--- src/rtl/muldiv_ctrl_pkg.sv ---
// Shared definitions for the multiply/divide sequencer: funct codes, FSM states,
// datapath mode and the default operand width.
package muldiv_ctrl_pkg;

    localparam int DEF_WIDTH = 32;

    localparam logic [5:0] F_MFHI  = 6'b010000;
    localparam logic [5:0] F_MTHI  = 6'b010001;
    localparam logic [5:0] F_MFLO  = 6'b010010;
    localparam logic [5:0] F_MTLO  = 6'b010011;
    localparam logic [5:0] F_MULT  = 6'b011000;
    localparam logic [5:0] F_MULTU = 6'b011001;
    localparam logic [5:0] F_DIV   = 6'b011010;
    localparam logic [5:0] F_DIVU  = 6'b011011;

    typedef enum logic [1:0] {
        IDLE = 2'd0,
        CALC = 2'd1,
        FIX  = 2'd2
    } state_e;

    typedef enum logic {
        MODE_MUL = 1'b0,
        MODE_DIV = 1'b1
    } mode_e;

    function automatic logic is_muldiv_funct(input logic [5:0] f);
        return (f == F_MFHI) || (f == F_MTHI) || (f == F_MFLO) || (f == F_MTLO) ||
               (f == F_MULT) || (f == F_MULTU) || (f == F_DIV) || (f == F_DIVU);
    endfunction

endpackage

--- src/rtl/muldiv_step.sv ---
// One iteration of the unsigned multiply (shift-add, right shifting) or
// restoring divide (shift-subtract, left shifting) on a 2W-bit accumulator.
module muldiv_step
    import muldiv_ctrl_pkg::*;
#(
    parameter int W = DEF_WIDTH
) (
    input  mode_e            mode_i,
    input  logic [2*W-1:0]   acc_i,
    input  logic [W-1:0]     op_i,
    output logic [2*W-1:0]   acc_o
);

    logic [W:0] sum;
    logic [W:0] rem_sh;
    logic [W:0] diff;
    logic       ge;

    always_comb begin
        // Multiply: acc = {partial product, remaining multiplier bits}.
        sum    = {1'b0, acc_i[2*W-1:W]} + (acc_i[0] ? {1'b0, op_i} : '0);
        // Divide: acc = {partial remainder, remaining dividend bits}.
        rem_sh = acc_i[2*W-1:W-1];
        diff   = rem_sh - {1'b0, op_i};
        ge     = (rem_sh >= {1'b0, op_i});
        if (mode_i == MODE_DIV) begin
            acc_o = {(ge ? diff[W-1:0] : rem_sh[W-1:0]), acc_i[W-2:0], ge};
        end else begin
            acc_o = {sum, acc_i[W-1:1]};
        end
    end

endmodule

--- src/rtl/muldiv_ctrl.sv ---
// Iterative mult/multu/div/divu sequencer owning HI/LO; also services
// mthi/mtlo/mfhi/mflo and stalls muldiv-group instructions while busy.
module muldiv_ctrl
    import muldiv_ctrl_pkg::*;
#(
    parameter int WIDTH = DEF_WIDTH
) (
    input  logic             clock,
    input  logic             rst_n,
    input  logic             Muldiv_req,
    input  logic [5:0]       Function_opcode,
    input  logic [WIDTH-1:0] Read_data_1,
    input  logic [WIDTH-1:0] Read_data_2,
    output logic             Stall,
    output logic             Busy,
    output logic             Done,
    output logic             Div_zero,
    output logic [WIDTH-1:0] Mf_Result,
    output logic [1:0]       dbg_state_o
);

    localparam int CW = $clog2(WIDTH);
    localparam logic [CW-1:0] LAST = CW'(WIDTH - 1);

    state_e             state_q, state_d;
    logic [CW-1:0]      cnt_q, cnt_d;
    logic [WIDTH-1:0]   hi_q, hi_d, lo_q, lo_d;
    logic [2*WIDTH-1:0] acc_q, acc_d, acc_step;
    logic [WIDTH-1:0]   op_q, op_d;
    mode_e              mode_q, mode_d;
    logic               neg_q, neg_d, neg_rem_q, neg_rem_d;
    logic               div_zero_q, div_zero_d, done_q, done_d;

    logic               signed_op, rs_neg, rt_neg;
    logic [WIDTH-1:0]   rs_abs, rt_abs;
    logic [2*WIDTH-1:0] fix_prod;
    logic [WIDTH-1:0]   fix_quot, fix_rem;
    logic               fix_dz;

    muldiv_step #(.W(WIDTH)) u_step (
        .mode_i (mode_q),
        .acc_i  (acc_q),
        .op_i   (op_q),
        .acc_o  (acc_step)
    );

    // funct[0] selects the unsigned variant, funct[1] selects divide.
    assign signed_op = ~Function_opcode[0];
    assign rs_neg    = signed_op & Read_data_1[WIDTH-1];
    assign rt_neg    = signed_op & Read_data_2[WIDTH-1];
    assign rs_abs    = rs_neg ? -Read_data_1 : Read_data_1;
    assign rt_abs    = rt_neg ? -Read_data_2 : Read_data_2;

    // Divide by zero leaves |rs| as remainder; restoring rs's sign yields rs itself.
    assign fix_prod  = neg_q ? -acc_q : acc_q;
    assign fix_dz    = (mode_q == MODE_DIV) && (op_q == '0);
    assign fix_quot  = fix_dz ? '1 : (neg_q ? -acc_q[WIDTH-1:0] : acc_q[WIDTH-1:0]);
    assign fix_rem   = neg_rem_q ? -acc_q[2*WIDTH-1:WIDTH] : acc_q[2*WIDTH-1:WIDTH];

    always_comb begin
        state_d    = state_q;
        cnt_d      = cnt_q;
        hi_d       = hi_q;
        lo_d       = lo_q;
        acc_d      = acc_q;
        op_d       = op_q;
        mode_d     = mode_q;
        neg_d      = neg_q;
        neg_rem_d  = neg_rem_q;
        div_zero_d = div_zero_q;
        done_d     = 1'b0;
        case (state_q)
            IDLE: begin
                if (Muldiv_req) begin
                    case (Function_opcode)
                        F_MTHI: hi_d = Read_data_1;
                        F_MTLO: lo_d = Read_data_1;
                        F_MULT, F_MULTU, F_DIV, F_DIVU: begin
                            if (Function_opcode[1]) begin
                                mode_d = MODE_DIV;
                                acc_d  = {{WIDTH{1'b0}}, rs_abs};
                                op_d   = rt_abs;
                            end else begin
                                mode_d = MODE_MUL;
                                acc_d  = {{WIDTH{1'b0}}, rt_abs};
                                op_d   = rs_abs;
                            end
                            neg_d      = rs_neg ^ rt_neg;
                            neg_rem_d  = rs_neg;
                            cnt_d      = '0;
                            div_zero_d = 1'b0;
                            state_d    = CALC;
                        end
                        default: ;
                    endcase
                end
            end
            CALC: begin
                acc_d = acc_step;
                cnt_d = cnt_q + 1'b1;
                if (cnt_q == LAST) begin
                    state_d = FIX;
                end
            end
            FIX: begin
                if (mode_q == MODE_DIV) begin
                    hi_d       = fix_rem;
                    lo_d       = fix_quot;
                    div_zero_d = fix_dz;
                end else begin
                    {hi_d, lo_d} = fix_prod;
                end
                done_d  = 1'b1;
                state_d = IDLE;
            end
            default: state_d = IDLE;
        endcase
    end

    always_ff @(posedge clock or negedge rst_n) begin
        if (!rst_n) begin
            state_q    <= IDLE;
            cnt_q      <= '0;
            hi_q       <= '0;
            lo_q       <= '0;
            acc_q      <= '0;
            op_q       <= '0;
            mode_q     <= MODE_MUL;
            neg_q      <= 1'b0;
            neg_rem_q  <= 1'b0;
            div_zero_q <= 1'b0;
            done_q     <= 1'b0;
        end else begin
            state_q    <= state_d;
            cnt_q      <= cnt_d;
            hi_q       <= hi_d;
            lo_q       <= lo_d;
            acc_q      <= acc_d;
            op_q       <= op_d;
            mode_q     <= mode_d;
            neg_q      <= neg_d;
            neg_rem_q  <= neg_rem_d;
            div_zero_q <= div_zero_d;
            done_q     <= done_d;
        end
    end

    assign Busy        = (state_q != IDLE);
    assign Stall       = Muldiv_req & Busy & is_muldiv_funct(Function_opcode);
    assign Done        = done_q;
    assign Div_zero    = div_zero_q;
    assign dbg_state_o = state_q;
    assign Mf_Result   = (Function_opcode == F_MFHI) ? hi_q :
                         (Function_opcode == F_MFLO) ? lo_q : '0;

endmodule

--- config.mk ---
export PLATFORM = sky130hd
export DESIGN_NAME = muldiv_ctrl
export DESIGN_NICKNAME = d
export VERILOG_FILES = /design/src/rtl/muldiv_ctrl_pkg.sv /design/src/rtl/muldiv_step.sv /design/src/rtl/muldiv_ctrl.sv
export SDC_FILE = /design/constraint.sdc
export NUM_CORES = 1
export LEC_CHECK = 0
export ABC_AREA = 0
export CORE_MARGIN = 3
export CORE_UTILIZATION = 50
export CTS_CLUSTER_DIAMETER = 50
export DETAILED_ROUTE_END_ITERATION = 7
export PLACE_DENSITY = 0.73
export SYNTH_ARGS = -nofsm -noshare
export SYNTH_HDL_FRONTEND = slang
export SYNTH_SLANG_ARGS = --single-unit
export TNS_END_PERCENT = 1
--- constraint.sdc ---
create_clock -name clock -period 5.45 [get_ports clock]
set_input_delay 1.09 -clock clock [delete_from_list [all_inputs] [get_ports clock]]
set_output_delay 1.09 -clock clock [all_outputs]
set_load 0.02 [all_outputs]
# [Word level (Yosys, flattened, before mapping)]
# Cells that the tools add are included.
[totals] wordCells=100 inputBits=73 register_bits=172 out_inout_bits=38
[classes] bitwise_logic=6 addsub=8 n_lt_le_gt_ge=1 n_mux=37 reduce_logical=20 n_eq_ne=17
[op_table] operator="two-way mux 32 bit" count=17
[op_table] operator="two-way mux 64 bit" count=4
[op_table] operator="negation 32 bit" count=4
[op_table] operator="one-hot mux 32 bit (2 select lines)" count=2
[op_table] operator="one-hot mux 64 bit (2 select lines)" count=1
[op_table] operator="negation 64 bit" count=1
[op_table] operator="equality test 6 x 5 -> 1 bit, second input constant" count=8
[op_table] operator="adder 32 x 32 -> 33 bit" count=1
[op_table] operator=">= comparator 33 x 32 -> 1 bit" count=1
[op_table] operator="logical NOT 32 bit" count=1
[op_table] operator="subtractor 32 bit" count=1
[op_table] operator="AND reduction 3 bit" count=5
[op_table] operator="two-way mux 5 bit" count=2
[op_table] operator="!= test 2 bit, second input constant" count=5
[op_table] operator="one-hot mux 5 bit (2 select lines)" count=1
[op_table] operator="logical OR 1 bit" count=7
[op_table] operator="two-way mux 2 bit" count=3
[op_table] operator="nonzero test 2 bit" count=3
[op_table] operator="adder 5 x 1 -> 5 bit, second input constant" count=1
[op_table] operator="equality test 5 bit, second input constant" count=1
[op_table] operator="two-way mux 1 bit" count=5
[op_table] operator="AND 1 bit" count=4
[op_table] operator="one-hot mux 2 bit (2 select lines)" count=1
[op_table] operator="AND reduction 4 bit" count=1
[op_table] operator="9 further kinds" count=9

# [Longest topological paths before layout]
[depth] word_depth=9 ltp_mapped=15 depth_no_buf=14

# [By module]
# Synthesis repeated with hierarchy kept, for this count alone.
[unflattened] hier_cells=2139 hier_area_um2=16819.9
[by_module_without_submodules] module="muldiv_ctrl" cells_each=1468 area_per_inst_um2=12121.6 seq_area_each_um2=4304.1 n_inst=1
[by_module_without_submodules] module="muldiv_step" cells_each=671 area_per_inst_um2=4698.3 seq_area_each_um2=0.0 n_inst=1

# [Least setup slack after synthesis]
# Ideal clock, no wire load.
[synth_path] path_kind="input -> register" startpoint="input Read_data_1[3]" endpoint="register acc_q[23]" setup_time_ps=137 n_path_buf=0 t_arrival_ps=3570 setup_slack_ps=1743 required_ps=5313 stages=10 cell_sequence="or4_1 -> nor4_1 -> nor4b_2 -> nand2_1 -> or4_1 -> nand2_1 -> xor2_1 -> a211oi_1 -> a211oi_1 -> a21oi_1"
[synth_between] elab_chain_cells=6
[synth_lines] element="from (decl)" line="muldiv_ctrl.sv:12" rtl="input logic [WIDTH-1:0] Read_data_1,"
[synth_lines] element="negation 32 bit" line="muldiv_ctrl.sv:51" rtl="assign rs_abs = rs_neg ? -Read_data_1 : Read_data_1;"
[synth_lines] element="two-way mux 32 bit" line="muldiv_ctrl.sv:51"
[synth_lines] element="two-way mux 32 bit" line="muldiv_ctrl.sv:79" rtl="if (Function_opcode[1]) begin"
[synth_lines] element="two-way mux 64 bit" line="muldiv_ctrl.sv:75" rtl="case (Function_opcode)"
[synth_lines] element="two-way mux 64 bit" line="muldiv_ctrl.sv:74" rtl="if (Muldiv_req) begin"
[synth_lines] element="one-hot mux 64 bit (2 select lines)" line="muldiv_ctrl.sv:72" rtl="case (state_q)"
[synth_lines] element="to (signal assigned)" line="muldiv_ctrl.sv:126" rtl="acc_q <= '0;"
[synth_lines] element="to (signal assigned)" line="muldiv_ctrl.sv:138" rtl="acc_q <= acc_d;"
[synth_lines] element="to (decl)" line="muldiv_ctrl.sv:28" rtl="logic [2*WIDTH-1:0] acc_q, acc_d, acc_step;"
# No other way between the ends. The select of a mux whose other input is x is not followed.
# A chain may end at the register's enable or synchronous reset.

# [Final worst setup path]
[layout_path] startpoint="register acc_q[0]" endpoint="register acc_q[62]"
[layout_between] elab_chain_cells=4
[layout_lines] element="two-way mux 32 bit" line="muldiv_step.sv:21" rtl="sum = {1'b0, acc_i[2*W-1:W]} + (acc_i[0] ? {1'b0, op_i} : '0);"
[layout_lines] element="adder 32 x 32 -> 33 bit" line="muldiv_step.sv:21"
[layout_lines] element="two-way mux 64 bit" line="muldiv_step.sv:26" rtl="if (mode_i == MODE_DIV) begin"
[layout_lines] element="one-hot mux 64 bit (2 select lines)" line="muldiv_ctrl.sv:72"
# No other way between the ends.

==> results.py <==
metrics = {
    "synth": {
        "synth_ff_type": "dfrtp_1",
        "netlist-cell-type-count": 73,
        "seq_area_frac_synth_pct": 28.4,
        "synthesis.area_um2": 15200,
        "synth_cells": 1897,
        "async_reset_ff_share_pct": 100,
        "synth_edf_count": 0,
        "syn_area_per_cell_um2": 8.00,
        "ys_ff_latch": 172,
        "ys_warn_count": 0,
        "syn-num-nets": 2042,
    },
    "drt": {
        "ant_nets": 0,
        "viasPerCell": 6.52,
        "drtPass1Iterations": 7,
        "drt-total-wl_mm": 53.1,
        "num_vias": 15273,
        "drt-wirelength-per-cell_um": 22.7,
        "drtIter0Drc": 1924,
        "drc_errors": 0,
    },
    "worst_setup_path": {
        "startpoint_type": "flop",
        "crit_path_end_kind": "flop",
        "critPathMaxStageDelay_ns": 0.73,
        "worstPathArrival_ns": 4.59,
        "worstPathCellList": "inv_1 -> buf_4 -> nor2_1 -> ha_1 -> nor2_1 -> o21ai_0 -> nand3_1 -> a21oi_1 -> o31ai_1 -> o21ai_0 -> a31oi_1 -> xnor2_1 -> a221oi_1 -> o21ai_0",
        "cp_max_fo": 22,
        "cp_slowest_cell": "o31ai_1",
        "path_buf_inv": 2,
        "critPathRequiredTime_ns": 5.77,
        "critPathMostFrequentCell": "o21ai_0",
        "path_delay_family": "compound AO/OA/AOI/OAI gates",
        "worstSetupPathType": "flop to flop",
    },
    "power": {
        "swShare_pct": 50.2,
        "ir_worst_vdd_v": 0.000323,
        "p_leak_nw": 7.14,
        "p_int_w": 0.00499,
        "p_sw_w": 0.00502,
        "power_w": 0.0100,
        "clkPwrFrac_pct": 12.5,
        "combPwrFrac_pct": 60.7,
        "p_per_area_nw_per_um2": 584,
        "pwr-share-seq_pct": 26.8,
    },
    "timing": {
        "relSlewSlack_pct": 27.1,
        "maxSlewViolCount": 0,
        "max_freq_mhz": 234,
        "finalHoldViolCount": 0,
        "holdWs_ns": 0.526,
        "fin_skew_ns": 0.0159,
        "tightest_slew_ns": 1.08,
        "setup_viol": 0,
        "finalCritPeriodShare_pct": 78.4,
        "fin_crit_ns": 4.27,
        "finalWorstSetupSlack_ns": 1.18,
        "rsz0062_at_grt": "false",
        "tns_ns": 0,
    },
    "floorplanning": {
        "chipHeight_um": 180,
        "rows": 63,
        "start_util_pct": 50.9,
        "die_x_um": 180,
        "dieArea_um2": 32500,
        "ios": 111,
        "coreArea_um2": 29800,
    },
    "place": {
        "dp_hpwl_mm": 39.9,
        "numPortBuffers": 110,
        "dp_cells": 2311,
        "pre_cts_slack_ns": 0.879,
        "gp_congestion": 0.971,
    },
    "layout": {
        "final_common_cell": "nor2_1",
        "finalNonFillerCells": 2342,
        "syn_to_final_growth_pct": 12.9,
        "drive_gt1_share_pct": 4.97,
        "filler_cell_count": 2723,
        "diodes": 0,
        "layout_common_cells": "nor2_1, o21ai_0, dfrtp_1, nand2_1, a21oi_1",
        "nets": 2085,
    },
    "clocking": {
        "cts_buffers": 17,
        "clk_transition_reported_paths_ns": 0.08,
        "insertion_delay_ns": 0.45,
        "clock-sinks": 172,
        "h-tree-depth": 4,
        "postCtsSetupRepairBufs": 0,
        "cts.repair.resized": 0,
        "root_buffer": "clkbuf_16",
        "cts_tree": "yes",
        "hold_buffers": 0,
        "clockBufferDepth": 2,
    },
    "global_route": {
        "antenna_found_initial": 1,
        "grt_max_degree": 96,
        "gr-usage-all-layers_pct": 31.3,
        "grt_pass1_vias": 13705,
        "overflow": 0,
        "grt_first_pass_wirelength_mm": 81.0,
    },
    "min_path": {
        "min_path_type": "flop to flop",
    },
    "run": {
        "drv_cap": 0,
    },
    "run_status": {
        "status": "finished, final reports clean",
    },
}
==> cell usage after synthesis, types with 5 or more instances <==
| master | n | area [um2] |
|---|---|---|
| and2_1 | 9 | 56.3 |
| nor3_1 | 41 | 205 |
| ha_1 | 70 | 876 |
| and3_1 | 11 | 68.8 |
| or4_1 | 12 | 90.1 |
| o31ai_1 | 16 | 120 |
| nor2_1 | 195 | 732 |
| a21o_1 | 31 | 233 |
| a22oi_1 | 42 | 315 |
| xnor2_1 | 79 | 692 |
| inv_1 | 60 | 225 |
| o21a_1 | 7 | 52.6 |
| o21ai_0 | 180 | 901 |
| a21oi_1 | 146 | 731 |
| o21ai_1 | 12 | 60.1 |
| nand2b_1 | 18 | 113 |
| nor2b_1 | 20 | 125 |
| a211oi_1 | 49 | 368 |
| o41ai_1 | 11 | 96.3 |
| mux2i_1 | 139 | 1390 |
| a221oi_1 | 6 | 52.6 |
| nand4_1 | 13 | 81.3 |
| o211ai_1 | 32 | 240 |
| nor4_1 | 22 | 138 |
| xor2_1 | 88 | 771 |
| nand3_1 | 24 | 120 |
| dfrtp_1 | 172 | 4300 |
| a31oi_1 | 23 | 144 |
| or3_1 | 12 | 75.1 |
| clkbuf_1 | 103 | 387 |
| nand2_1 | 163 | 612 |
| buf_1 | 5 | 18.8 |
| a21boi_0 | 5 | 37.5 |
==> cell families (layout without fill, tap and decap cells) <==
group                    count (synthesis)  after routing  synth area share, %
flip-flops                             172            172                 28.4
multiplexers                           140            140                 9.24
adder cells (fa/ha/maj)                 72             72                 6.04
XOR/XNOR                               167            167                 9.64
AND/OR/NAND/NOR                        566            566                 17.5
buffers and inverters                  178            233                 4.61
AO/OA/AOI/OAI                          602            602                 24.6
==> worst min-delay path, stage by stage (launching register included) <==
cell,delay (ns)
dfrtp_1,0.38
nand2_1,0.05
o21ai_0,0.06
==> final cells by class <==
| class | instances | area (um2) | share of cell area (%) |
|---|---|---|---|
| clock inverter | 14 | 154 | 0.898 |
| timing repair buffer | 140 | 1340 | 7.81 |
| tap | 390 | 488 | 2.85 |
| multi-input combinational | 1547 | 10200 | 59.5 |
| clock buffer | 17 | 425 | 2.48 |
| inverter | 62 | 233 | 1.36 |
| sequential | 172 | 4310 | 25.1 |
==> layer usage <==
metal	part of all wire, %	up-vias	GRT usage, %	routed length, um
li1	-	6981	-	-
met1	44	7288	46.6	23100
met2	43	901	46.8	22700
met3	11	103	5.47	5700
met4	3.0	0	9.06	1590
met5	0	-	0	0
==> metrics by stage <==
step | area, um2 | util, %
floorplan | 15200 | -
global placement | 16600 | 55.6
detailed placement | 16600 | 55.6
CTS | 17100 | 57.5
global route | 17100 | 57.5
finish | 17100 | 57.5
==> sequential cells by signal (all words and copies together), names as in the netlist <==
register	cells
hi_q	32
Div_zero	1
neg_q	1
mode_q	1
op_q	32
dbg_state_o	2
acc_q	64
Done	1
lo_q	32
cnt_q	5
neg_rem_q	1
==> worst paths after layout <==
check / cells after the start / endpoint / slack (ns) / startpoint
worst max register to register: 14 / acc_q[62] / 1.18 / acc_q[0]
worst max-delay path: 14 / acc_q[62] / 1.18 / acc_q[0]
worst min register to register: 2 / op_q[24] / 0.53 / op_q[24]
worst min-delay path: 2 / op_q[24] / 0.53 / op_q[24]
min in group asynchronous: 1 / acc_q[37] / 0.75 / rst_n
max in group asynchronous: 2 / acc_q[17] / 3.74 / rst_n
==> power by group through the flow <==
| stage | clock (W) | combinational (W) | sequential [W] |
|---|---|---|---|
| 3_3_place_gp | 0 | 0.00581 | 0.00265 |
| 4_1_cts | 0.00124 | 0.00597 | 0.00265 |
| 3_5_place_dp | 0 | 0.00592 | 0.00267 |
| 2_1_floorplan | 0 | 0.00459 | 0.00231 |
| 6_report | 0.00125 | 0.00607 | 0.00269 |
| 5_1_grt | 0.00130 | 0.00664 | 0.00275 |
Power figures use the tool's default switching activity.
